[src/rtl/shift_pkg.sv]
// Shared encodings for the barrel shifter pipeline: shift types, operand
// mode constants, the packed op word, and elaboration helpers that map
// log-shifter levels onto pipeline register stages.
package shift_pkg;

    typedef enum logic [1:0] {
        SH_LSL = 2'b00,
        SH_LSR = 2'b01,
        SH_ASR = 2'b10,
        SH_ROR = 2'b11
    } sh_type_t;

    localparam logic MODE_IMM = 1'b0;
    localparam logic MODE_REG = 1'b1;

    // Matches the in_op port layout: [2:1] type, [0] mode.
    typedef struct packed {
        sh_type_t kind;
        logic     mode;
    } shift_op_t;

    // Pipeline stage that owns a given mux level (levels spread evenly).
    function automatic int stage_of(input int level, input int levels, input int stages);
        return (level * stages) / levels;
    endfunction

    // First mux level belonging to a stage; first_level(stages) == levels.
    function automatic int first_level(input int stage, input int levels, input int stages);
        return (stage * levels + stages - 1) / stages;
    endfunction

endpackage

[src/rtl/shift_stage.sv]
// One level of the logarithmic shifter: optionally shifts/rotates by the
// fixed power-of-two SHIFT and tracks the last bit moved out as carry.
import shift_pkg::*;

module shift_stage #(
    parameter int WIDTH = 32,
    parameter int SHIFT = 1
) (
    input  logic             en,
    input  sh_type_t         kind,
    input  logic [WIDTH-1:0] src_data,
    input  logic             src_carry,
    output logic [WIDTH-1:0] res_data,
    output logic             res_carry
);

    // Pass-through when this level's amount bit is clear; otherwise apply
    // the shift and take the final shifted-out bit as the new carry.
    always_comb begin
        res_data  = src_data;
        res_carry = src_carry;
        if (en) begin
            case (kind)
                SH_LSL: begin
                    res_data  = src_data << SHIFT;
                    res_carry = src_data[WIDTH-SHIFT];
                end
                SH_LSR: begin
                    res_data  = src_data >> SHIFT;
                    res_carry = src_data[SHIFT-1];
                end
                SH_ASR: begin
                    res_data  = WIDTH'($signed(src_data) >>> SHIFT);
                    res_carry = src_data[SHIFT-1];
                end
                SH_ROR: begin
                    res_data  = {src_data[SHIFT-1:0], src_data[WIDTH-1:SHIFT]};
                    res_carry = src_data[SHIFT-1];
                end
                default: ;
            endcase
        end
    end

endmodule

[src/rtl/barrel_shift_pipe.sv]
// Pipelined barrel shifter (LSL/LSR/ASR/ROR/RRX with carry-out).
// Amount decode resolves every special case up front, so the log2(WIDTH)
// mux levels only ever see a plain in-range shift. Levels are spread over
// STAGES register banks that all stall together on output back-pressure.
// Optional feature macro BARREL_SHIFT_NZ_EN adds registered out_n / out_z.
import shift_pkg::*;

module barrel_shift_pipe #(
    parameter int WIDTH  = 32,
    parameter int STAGES = 2
) (
    input  logic             clk,
    input  logic             rst,
    input  logic             in_valid,
    output logic             in_ready,
    input  logic [WIDTH-1:0] in_data,
    input  logic [7:0]       in_amt,
    input  logic [2:0]       in_op,
    input  logic             in_carry,
    output logic             out_valid,
    input  logic             out_ready,
    output logic [WIDTH-1:0] out_data,
    output logic             out_carry
`ifdef BARREL_SHIFT_NZ_EN
    ,
    output logic             out_n,
    output logic             out_z
`endif
);

    localparam int L = $clog2(WIDTH);
    localparam logic [7:0] W_AMT = 8'(WIDTH);

    shift_op_t        op;
    logic             amt_zero;
    logic             advance;
    logic [WIDTH-1:0] dec_data;
    logic             dec_carry;
    logic [L-1:0]     dec_amt;

    // Per-level mux inputs/outputs; the amount is consumed LSB first and
    // shifted down one bit per level.
    logic [WIDTH-1:0] src_data  [L];
    logic             src_carry [L];
    sh_type_t         src_kind  [L];
    logic [L-1:0]     src_amt   [L];
    logic [L-1:0]     nxt_amt   [L];
    logic [WIDTH-1:0] res_data  [L];
    logic             res_carry [L];

    // Register banks, one per pipeline stage.
    logic             valid_src [STAGES];
    logic             valid_reg [STAGES];
    logic [WIDTH-1:0] data_reg  [STAGES];
    logic             carry_reg [STAGES];
    sh_type_t         kind_reg  [STAGES];
    logic [L-1:0]     amt_reg   [STAGES];

    assign op        = shift_op_t'(in_op);
    assign amt_zero  = (in_amt == 8'd0);
    assign out_valid = valid_reg[STAGES-1];
    assign out_data  = data_reg[STAGES-1];
    assign out_carry = carry_reg[STAGES-1];
    assign advance   = !out_valid || out_ready;
    assign in_ready  = advance;

    // Amount decode: remap immediate-zero and overrange cases into a forced
    // operand/carry with zero residual shift so the levels just pass it.
    always_comb begin
        dec_data  = in_data;
        dec_carry = in_carry;
        dec_amt   = in_amt[L-1:0];
        case (op.kind)
            SH_LSL: begin
                if (in_amt > W_AMT) begin
                    dec_data  = '0;
                    dec_carry = 1'b0;
                    dec_amt   = '0;
                end else if (in_amt == W_AMT) begin
                    dec_data  = '0;
                    dec_carry = in_data[0];
                    dec_amt   = '0;
                end
            end
            SH_LSR: begin
                if ((op.mode == MODE_IMM && amt_zero) || in_amt == W_AMT) begin
                    dec_data  = '0;
                    dec_carry = in_data[WIDTH-1];
                    dec_amt   = '0;
                end else if (in_amt > W_AMT) begin
                    dec_data  = '0;
                    dec_carry = 1'b0;
                    dec_amt   = '0;
                end
            end
            SH_ASR: begin
                if ((op.mode == MODE_IMM && amt_zero) || in_amt >= W_AMT) begin
                    dec_data  = {WIDTH{in_data[WIDTH-1]}};
                    dec_carry = in_data[WIDTH-1];
                    dec_amt   = '0;
                end
            end
            SH_ROR: begin
                if (op.mode == MODE_IMM && amt_zero) begin
                    // RRX: rotate one place through the incoming carry.
                    dec_data  = {in_carry, in_data[WIDTH-1:1]};
                    dec_carry = in_data[0];
                    dec_amt   = '0;
                end else if (op.mode == MODE_REG && amt_zero) begin
                    dec_amt   = '0;
                end else if (in_amt[L-1:0] == '0) begin
                    // Whole-word rotation: data unchanged, carry is the MSB.
                    dec_carry = in_data[WIDTH-1];
                    dec_amt   = '0;
                end
            end
            default: ;
        endcase
    end

    genvar gi;

    // Mux levels: level gi shifts by 2**gi and is fed either by the decode,
    // by the register bank in front of its stage, or by the previous level.
    generate
        for (gi = 0; gi < L; gi++) begin : g_level
            localparam int S = stage_of(gi, L, STAGES);
            if (gi == 0) begin : g_from_decode
                assign src_data[gi]  = dec_data;
                assign src_carry[gi] = dec_carry;
                assign src_kind[gi]  = op.kind;
                assign src_amt[gi]   = dec_amt;
            end else if (gi == first_level(S, L, STAGES)) begin : g_from_reg
                assign src_data[gi]  = data_reg[S-1];
                assign src_carry[gi] = carry_reg[S-1];
                assign src_kind[gi]  = kind_reg[S-1];
                assign src_amt[gi]   = amt_reg[S-1];
            end else begin : g_from_level
                assign src_data[gi]  = res_data[gi-1];
                assign src_carry[gi] = res_carry[gi-1];
                assign src_kind[gi]  = src_kind[gi-1];
                assign src_amt[gi]   = nxt_amt[gi-1];
            end
            assign nxt_amt[gi] = src_amt[gi] >> 1;

            shift_stage #(
                .WIDTH (WIDTH),
                .SHIFT (1 << gi)
            ) u_shift_stage (
                .en        (src_amt[gi][0]),
                .kind      (src_kind[gi]),
                .src_data  (src_data[gi]),
                .src_carry (src_carry[gi]),
                .res_data  (res_data[gi]),
                .res_carry (res_carry[gi])
            );
        end

        for (gi = 0; gi < STAGES; gi++) begin : g_bank
            localparam int LAST = first_level(gi + 1, L, STAGES) - 1;
            if (gi == 0) begin : g_valid_in
                assign valid_src[gi] = in_valid;
            end else begin : g_valid_chain
                assign valid_src[gi] = valid_reg[gi-1];
            end

            // Stage register: captures the last level of this stage; the
            // whole pipe freezes while the output is held.
            always_ff @(posedge clk or posedge rst) begin
                if (rst) begin
                    valid_reg[gi] <= 1'b0;
                    data_reg[gi]  <= '0;
                    carry_reg[gi] <= 1'b0;
                    kind_reg[gi]  <= SH_LSL;
                    amt_reg[gi]   <= '0;
                end else if (advance) begin
                    valid_reg[gi] <= valid_src[gi];
                    data_reg[gi]  <= res_data[LAST];
                    carry_reg[gi] <= res_carry[LAST];
                    kind_reg[gi]  <= src_kind[LAST];
                    amt_reg[gi]   <= nxt_amt[LAST];
                end
            end
        end
    endgenerate

`ifdef BARREL_SHIFT_NZ_EN
    // Negative/zero flags, captured alongside the final data register.
    always_ff @(posedge clk or posedge rst) begin
        if (rst) begin
            out_n <= 1'b0;
            out_z <= 1'b0;
        end else if (advance) begin
            out_n <= res_data[L-1][WIDTH-1];
            out_z <= (res_data[L-1] == '0);
        end
    end
`endif

endmodule

[config.mk]
export PLATFORM = sky130hd
export DESIGN_NAME = barrel_shift_pipe
export DESIGN_NICKNAME = d
export VERILOG_FILES = /design/src/rtl/shift_pkg.sv /design/src/rtl/shift_stage.sv /design/src/rtl/barrel_shift_pipe.sv
export SDC_FILE = /design/constraint.sdc
export NUM_CORES = 1
export LEC_CHECK = 0
export ABC_AREA = 1
export BUFFER_PORTS_ARGS = -buffer_cell sky130_fd_sc_hd__clkbuf_2
export CAP_MARGIN = 20
export CORE_MARGIN = 4
export CORE_UTILIZATION = 61
export CTS_CLUSTER_SIZE = 14
export DETAILED_ROUTE_END_ITERATION = 12
export PLACE_DENSITY = 0.86
export SLEW_MARGIN = 20
export SYNTH_ARGS = -nofsm -noshare
export SYNTH_HDL_FRONTEND = slang
export SYNTH_SLANG_ARGS = --single-unit
[constraint.sdc]
create_clock -name clk -period 2.1 [get_ports clk]
set_input_delay 0.105 -clock clk [delete_from_list [all_inputs] [get_ports clk]]
set_output_delay 0.105 -clock clk [all_outputs]
set_load 0.005 [all_outputs]
==> impl_metrics.ini <==
[outcome]
outcome = complete, no violations

[die]
core_mm2 = 0.0121
initial_core_util_pct = 62.6
die_h_um = 119
ios = 83
dieArea_mm2 = 0.0142
num_rows = 40
die_w_um = 119

[synth]
syn_inst = 1294
synth_top_area_share_pct = 23.8
ys_seq_area_share_pct = 23.8
yosys-top-cells-count = 309 x nand2_1, 231 x nand3_1, 138 x o21ai_0
synth_area_leader_cell = dfrtp_1
syn_area_mm2 = 0.00755
synth_edf_count = 0
syn_avg_cell_area_um2 = 5.84
ys.flop_type = dfrtp_1
yosys_warnings = 0
ys_ff_latch = 72
yosys-top-cells-area = dfrtp_1 24%, nand2_1 15%, nand3_1 15%
synth.most_common_cell = nand2_1
ys_types = 32
async_flop_share_pct = 100
syn-num-nets = 1342

[setup_path]
worst-setup-path-type = input port to register
required_ns = 2.31
crit_chain = clkbuf_2, nor2_4, nand2_4, nor2_2, nand2_2, buf_4, nand3_1, nand2_1, inv_2, nand2_4, nand2_4, inv_2, buf_12, nand3_1, nand3_1, nand4_1, o21ai_1, nor2_1, nor2_1
critPathBufInv = 5
cp-end-kind = register
critPathMaxFanout = 28
slowest_stage = nor2_1
crit_path_start_kind = input port
crit_family = simple AND/OR/NAND/NOR gates
worst_ep_arrival_time_ns = 2.18
cpPeakStageDelay_ns = 0.22

[routing]
drt_iter0_drc = 1194
routed_wl_um = 25300
drt.antenna.violating_nets = 0
wl_per_cell_um = 16.5
vias = 9414
drtPass1Iterations = 6
vias_per_cell = 6.14
post-route-drc-count = 0

[placement]
hpwl_um = 18800
place_ws_ns = -0.138
io_buffers = 82
gp_congestion = 0.992

[layout]
n_fill_cell = 1074
ff_latch_area_mm2 = 0.00180
layout-drive-gt1-share_pct = 16.1
area_delta_synth_final_pct = 16.0
nNetsFinal = 1408
multi_input_area_mm2 = 0.00478
n_antenna_cell = 0

[timing]
skew_ns = 0.00850
slew_headroom_pct = 58.3
final_max_slew_viol_count = 0
fin_crit_sh_pct = 93.7
fin_ws_ns = 0.133
setup_viol = 0
fmax_mhz = 508
hold_ws_ns = 0.118
period_needed_ns = 1.97
finalHoldViolCount = 0
tightest_slew_ns = 0.623

[global_route]
antenna_found_initial = 0
grt_max_degree = 73
grt_pass1_wl_um = 41400
grtUsageTotal_pct = 35.1
grt_pass1_vias = 8497
grt_overflow = 0

[clock_network]
cts-root-buf = clkbuf_16
clk_path_buf_depth = 2
clock_latency_ns = 0.34
h-tree-depth = 3
clkTransAtPathRegs_ns = 0.05
clkSinkCount = 72
tritoncts = done
cts_made_buffers = 9

[run]
drv_cap = 0

[power_and_ir_drop]
powerDensity_mw_per_mm2 = 711
vdd_drop_max_v = 0.000488
p_leak_uw = 0.00425

[hold_path]
hold_class = input port to register
-- repair_timing --
| item | 4_1_cts | 5_1_grt |
|---|---|---|
| endpoints found under the setup margin | 0 | 35 |
| resized for setup | 0 | 7 |
| setup buffers | 0 | 0 |
| endpoints found under the hold margin | 73 | 0 |
| hold buffers | 2 | 0 |
-- routing by layer --
| layer | vias to the layer above | routed length (µm) | global-route usage, % |
|---|---|---|---|
| met5 | - | 0 | 0 |
| met4 | 0 | 867 | 12.2 |
| met3 | 84 | 2490 | 5.56 |
| met2 | 629 | 11700 | 57.6 |
| met1 | 4228 | 10200 | 47.1 |
| li1 | 4473 | - | - |
-- per-stage QoR --
stage	TNS [ns]	std cells	utilization (%)	cell area (µm²)	power [µW]
floorplan	0	1294	-	7550	3740
global placement	-1.42	1515	69.5	8380	4350
detailed placement	-2.35	1515	69.5	8380	4430
CTS	0	1533	72.5	8750	6170
global route	-0.0190	1533	72.6	8760	6590
finish	0	1533	72.6	8760	6230
-- worst paths after layout --
path	from	endpoint	slack, ns	depth (start not counted)
min in group asynchronous	rst	out_data[22]	0.37	4
max in group asynchronous	rst	out_data[0]	1.40	4
hold reg to reg	valid_reg[1]	out_valid	0.45	2
setup reg to reg	kind_reg[3]	out_data[10]	0.14	6
hold / removal	in_op[1]	kind_reg[2]	0.12	3
setup / recovery	in_amt[7]	data_reg[55]	0.13	19
-- placed cells by master, fill, tap and decap left out, types with 2 or more instances in the layout --
cell / netlist / final
nand2_1: 309 / 308
nand3_1: 231 / 231
o21ai_0: 138 / 136
nor2_1: 108 / 102
inv_1: 93 / 91
clkbuf_2: 0 / 82
a21oi_1: 78 / 78
buf_4: 39 / 74
dfrtp_1: 72 / 72
nand4_1: 39 / 39
o21ai_1: 32 / 34
nand3b_1: 16 / 16
buf_12: 0 / 13
o211ai_1: 11 / 11
inv_2: 8 / 10
nor2_2: 7 / 10
clkbuf_16: 0 / 9
a221oi_1: 7 / 7
a21o_1: 7 / 7
nor2_4: 2 / 5
a31oi_1: 4 / 4
nand2_4: 4 / 4
a22oi_1: 3 / 3
nand2_2: 2 / 3
clkbuf_8: 0 / 3
bufinv_16: 0 / 2
clkinvlp_4: 0 / 2
dlygate4sd3_1: 0 / 2
-- layout make-up --
type | count | share of cell area (%)
Inverter | 102 | 4.37
Clock inverter | 4 | 0.857
Clock buffer | 12 | 3.04
Tap cell | 168 | 2.40
Multi-Input combinational cell | 1004 | 54.5
Timing Repair Buffer | 171 | 14.2
Sequential cell | 72 | 20.6
-- worst reg2reg max path: stages (launching register included) --
cell,delay [ns]
dfrtp_1,0.48
nor2_4,0.10
nor2_1,0.50
inv_1,0.28
o21ai_0,0.36
nand2_1,0.11
nand2_1,0.08
-- power breakdown --
part | leakage, µW | internal [µW] | total (µW) | switching, µW
clock network | 0.000161 | 1140 | 1720 | 587
logic | 0.00323 | 907 | 2470 | 1560
registers | 0.000860 | 1750 | 2040 | 293
-- cells by family (layout without fill, tap and decap cells) --
group	Yosys count	in the layout	share of synthesized area, %
simple gates	720	720	42.7
compound gates	284	284	20.1
flops	72	72	23.8
buf+inv	218	289	13.3
Power figures use the tool's default switching activity.
